**config.mk**
```make
export PLATFORM = sky130hd
export DESIGN_NAME = arb_mux_rr
export DESIGN_NICKNAME = d
export VERILOG_FILES = /design/src/rtl/arb_mux_rr.sv
export SDC_FILE = /design/constraint.sdc
export NUM_CORES = 1
export LEC_CHECK = 0
export CORE_ASPECT_RATIO = 0.8
export CORE_MARGIN = 4
export CORE_UTILIZATION = 39
export CTS_CLUSTER_DIAMETER = 60
export DETAILED_ROUTE_END_ITERATION = 10
export PLACE_DENSITY_LB_ADDON = 0.2
export SLEW_MARGIN = 30
export SYNTH_ARGS = -nofsm -noshare
export SYNTH_HDL_FRONTEND = slang
export SYNTH_SLANG_ARGS = --single-unit
```
**constraint.sdc**
```tcl
create_clock -name clk -period 2.5 [get_ports clk]
set_input_delay 0.625 -clock clk [delete_from_list [all_inputs] [get_ports clk]]
set_output_delay 0.625 -clock clk [all_outputs]
set_load 0.005 [all_outputs]
```
**src/rtl/arb_mux_rr.sv**
```systemverilog
// arb_mux_rr: registered N:1 multiplexer with valid/ready handshakes.
// Fixed mode forwards the channel named by sel. Round-robin mode grants
// the first requesting channel after the most recently granted one.
// Grant logic is combinational; the output word sits in a single-entry
// register that reloads in the same cycle it drains.
module arb_mux_rr #(
    parameter int NCH = 4,
    parameter int W   = 4,
    parameter int SW  = $clog2(NCH)
) (
    input  logic               clk,
    input  logic               rst_n,
    input  logic               mode,
    input  logic [SW-1:0]      sel,
    input  logic [NCH-1:0]     in_valid,
    input  logic [NCH*W-1:0]   in_data,
    output logic [NCH-1:0]     in_ready,
    output logic               out_valid,
    output logic [W-1:0]       out_data,
    output logic [SW-1:0]      out_ch,
    input  logic               out_ready
);

    logic               r_valid;
    logic [W-1:0]       r_data;
    logic [SW-1:0]      r_ch;
    logic [SW-1:0]      r_last;

    logic [NCH-1:0]     w_elig;
    logic               w_found;
    logic [SW-1:0]      w_gidx;
    logic [W-1:0]       w_gdata;
    logic               w_load_ok;
    logic               w_hs;

    // Channel index base+off, wrapped modulo NCH (NCH need not be a power of two).
    function automatic logic [SW-1:0] wrap_idx(input logic [SW-1:0] base, input int off);
        int t;
        t = (int'(base) + off) % NCH;
        return SW'(t);
    endfunction

    // Eligible channels: all requesters in round-robin, only sel in fixed mode.
    // A sel outside 0..NCH-1 matches no channel, so nothing is eligible.
    always_comb begin
        w_elig = '0;
        for (int i = 0; i < NCH; i++) begin
            if (mode) begin
                w_elig[i] = in_valid[i];
            end else begin
                w_elig[i] = in_valid[i] && (sel == SW'(i));
            end
        end
    end

    // Priority search starting at last+1; in fixed mode at most one bit is set.
    always_comb begin
        w_found = 1'b0;
        w_gidx  = '0;
        for (int k = 1; k <= NCH; k++) begin
            if (!w_found && w_elig[wrap_idx(r_last, k)]) begin
                w_found = 1'b1;
                w_gidx  = wrap_idx(r_last, k);
            end
        end
    end

    // Data of the winning channel.
    always_comb begin
        w_gdata = '0;
        for (int i = 0; i < NCH; i++) begin
            if (w_gidx == SW'(i)) begin
                w_gdata = in_data[i*W +: W];
            end
        end
    end

    // Register may load when empty or draining; nothing is taken while in reset.
    assign w_load_ok = !r_valid || out_ready;
    assign w_hs      = rst_n && w_found && w_load_ok;

    // One-hot ready toward the winner, zero otherwise.
    always_comb begin
        in_ready = '0;
        if (w_hs) begin
            in_ready[w_gidx] = 1'b1;
        end
    end

    // Output register and fairness history; last follows grants in both modes.
    always_ff @(posedge clk or negedge rst_n) begin
        if (!rst_n) begin
            r_valid <= 1'b0;
            r_data  <= '0;
            r_ch    <= '0;
            r_last  <= SW'(NCH - 1);
        end else if (w_hs) begin
            r_valid <= 1'b1;
            r_data  <= w_gdata;
            r_ch    <= w_gidx;
            r_last  <= w_gidx;
        end else if (out_ready) begin
            r_valid <= 1'b0;
        end
    end

    assign out_valid = r_valid;
    assign out_data  = r_data;
    assign out_ch    = r_ch;

endmodule

```
==> run_results.csv <==
group,metric,value,unit
status,outcome,"complete, but fails checks",
status,violations,"setup timing",
detailed_routing,drt_iter0_drc,17,
clock_tree,clock_latency,260,ps
placed_design,numPortBuffers,36,
logic_synthesis,synth_cells,77,
power,combPwrFrac,0.518,
setup_path,r2r-start,"r_last[1]",
timing,rsz0062_at_grt,"yes",
global_route,antenna_found_initial,0,
floorplan,initial_utilization,0.429,
floorplan,dieWidth,56.0,µm
cells_and_area,final_cell_area,1270,µm²
timing,finalClockSkew,3.41,ps
logic_synthesis,synth_top_family_by_area,"compound AO/OA/AOI/OAI gates",
power,intPower,463,µW
logic_synthesis,yosysSeqAreaShare,0.317,
logic_synthesis,ys_top_cells_by_area,"dfrtp_1 24%, mux2i_1 14%, dfstp_2 7.3%",
setup_path,crit_path_start_kind,"register",
detailed_routing,drt_pass1_iterations,4,
clock_tree,cts_buffers,3,
power,ir_drop,0.388,mV
setup_path,cp_slowest_cell,"dfstp_2",
min_path,hp-class,"reg -> reg",
logic_synthesis,synthDominantCellAreaShare,0.244,
run,max_cap_viol_count,0,
cells_and_area,diodes,0,
cells_and_area,finalNetCount,161,
placed_design,place_congestion,0.769,
timing,fin_setup_tns,-410,ps
logic_synthesis,synth-seq-cells,9,
cells_and_area,layout-drive-gt1-share,0.328,
power,powerDensity,538,nW/µm²
placed_design,placed_area,1200,µm²
setup_path,crit_buf_inv,3,
power,p_total,683,µW
clock_tree,cts_tree,"done",
timing,post-route-period-util,1.07,
clock_tree,numClockSinks,9,
clock_tree,cts-root-buf,"clkbuf_4",
clock_tree,path_clk_slew,60,ps
logic_synthesis,yosysTopAreaCell,"dfrtp_1",
power,p_sw,220,µW
detailed_routing,vias_per_cell,5.35,
setup_path,arrival,2040,ps
power,swShare,0.322,
clock_tree,clock_path_buffers,2,
timing,setup_slack,-163,ps
timing,drv_slew,0,
global_route,grt_use_total,0.218,
setup_path,reg2reg_depth,8,
detailed_routing,vias,834,
logic_synthesis,synth_xor_area_frac,0,
placed_design,hpwl,1950,µm
setup_path,path_depth,8,
detailed_routing,drc_errors,0,
power,p_leak,0.000599,µW
timing,hold_viol,0,
setup_path,critPathRequiredTime,1880,ps
timing,relSlewSlack,0.812,
logic_synthesis,synthesis.area,718,µm²
logic_synthesis,synth_edf_count,0,
timing,setup_viol,4,
setup_path,cpPeakStageDelay,570,ps
floorplan,dieArea,2600,µm²
floorplan,io_pins,37,
setup_path,reg2reg_to,"out_data[1]",
logic_synthesis,synth_fa_ha_area_frac,0,
logic_synthesis,synth-compound-area-share,0.268,
setup_path,ff2ff_setup_slack,320,ps
logic_synthesis,syn_avg_cell_area,9.33,µm²
logic_synthesis,synth_top_flop_cell,"dfrtp_1",
floorplan,coreArea,1680,µm²
timing,tightest_slew,281,ps
logic_synthesis,muxShareOfSynthArea,0.160,
detailed_routing,ant_nets,0,
global_route,first_global_vias,890,
global_route,grt_start_max_net_pins,12,
logic_synthesis,synth_nets,103,
detailed_routing,totalWireLength,2520,µm
logic_synthesis,synthSimpleGateAreaFrac,0.195,
logic_synthesis,yosysWarnings,0,
power,p_clk_frac,0.166,
setup_path,path_max_fanout,3,
power,pwr-share-seq,0.316,
cells_and_area,syn_to_final_growth,77.0,%
clock_tree,h-tree-depth,1,
setup_path,crit_start,"r_last[1]",
logic_synthesis,synthTopCellsByCount,"10 x mux2i_1, 10 x nand2_1, 7 x dfrtp_1",
setup_path,critical_path_class,"reg -> out",
logic_synthesis,synth_cell_types,32,
global_route,grt_pass1_wl,4260,µm
logic_synthesis,synth_async_sr_flop_share,1.00,
placed_design,pre_cts_ws,-863,ps
floorplan,fp-row-count,13,
setup_path,end_kind,"output pin",
timing,max_clock_freq,0.376,GHz
detailed_routing,avgRoutedWirePerCell,16.1,µm
setup_path,path_cells,"mux2i_2 > o211ai_1 > a222oi_1 > buf_4 > buf_6 > nand2b_4 > nor2_1 > buf_2",
timing,fin_crit,2660,ps
cells_and_area,nFillCells,134,
global_route,overflow,0,
setup_path,crit_end,"in_ready[3]",
setup_path,critical-path-top-delay-family,"flip-flops",
floorplan,die_y,46.4,µm
timing,holdWs,482,ps
[power by group through the flow]
stage          logic [µW]  clock network [µW]  registers (µW)
2_1_floorplan         147                   0             212
3_3_place_gp          306                   0             218
3_5_place_dp          318                   0             221
4_1_cts               349                 115             215
5_1_grt               385                 124             222
6_report              354                 113             216
[cell families after synthesis]
family | Yosys count
AO/OA/AOI/OAI | 24
buffers and inverters | 6
flip-flops | 9
multiplexers | 11
AND/OR/NAND/NOR | 27
[registers in the layout, summed over array words and instances (netlist names)]
| name | count |
|---|---|
| out_valid | 1 |
| r_last | 2 |
| out_data | 4 |
| out_ch | 2 |
[cell usage in the layout, fill, tap and decap left out, types with 2 or more instances in the layout]
cell type / instances
clkdlybuf4s50_1: 25
buf_4: 18
mux2i_1: 9
nand2_1: 9
buf_2: 7
dfrtp_1: 7
o21ai_0: 4
nand2b_1: 3
nor2_1: 3
o221ai_1: 3
clkbuf_4: 3
a21oi_1: 2
o21ai_1: 2
o21a_1: 2
a21o_1: 2
inv_1: 2
nor2_2: 2
dlygate4sd2_1: 2
clkdlybuf4s15_1: 2
buf_6: 2
dfstp_2: 2
[layout make-up]
class	count	area [µm²]	area share
flip-flops and latches	9	228	0.179
inverters	2	7.51	0.00591
repair buffers	57	500	0.394
clock buffers	4	26.3	0.0207
well taps	22	27.5	0.0217
multi-input cells	62	482	0.379
[timing repair]
action                                  in CTS  in global routing
pin swaps                                    7                  4
resized for setup                           43                  3
endpoints found under the setup margin       4                  4
cloned                                       0                  0
hold endpoints to repair                     0                  0
hold buffers                                 0                  0
setup buffers                                4                  0
[stage by stage]
step                      utilization  std cells
after CTS                       0.754        156
final                           0.759        156
after detailed placement        0.715        148
after global placement          0.715        148
after global routing            0.759        156
after floorplan                     -         77
[worst register-to-register path, stage by stage, from the launching register on]
cell	delay, ps
dfstp_2	570
mux2i_2	220
o211ai_1	100
a222oi_1	330
buf_4	190
buf_6	90
buf_4	180
mux2i_1	230
o221ai_1	130
[per-layer routing]
layer / vias to the layer above / wire (µm) / track usage
met5: - / 0 / 0
met4: 0 / 0 / 0.0284
met3: 0 / 197 / 0.0756
met2: 30 / 1300 / 0.408
met1: 406 / 1020 / 0.253
li1: 398 / - / -
[how the worst min path moves through the flow]
stage,to,start,slack [ps],cells after the start
after detailed placement,out_ch[1],out_ch[1],470,2
after global placement,out_ch[1],out_ch[1],470,2
after global routing,out_ch[1],out_ch[1],520,2
after floorplan,out_ch[0],rst_n,330,0
final,out_ch[1],out_ch[1],480,2
after CTS,out_ch[1],out_ch[1],480,2
Note: power is estimated with default switching activity, not from simulation.
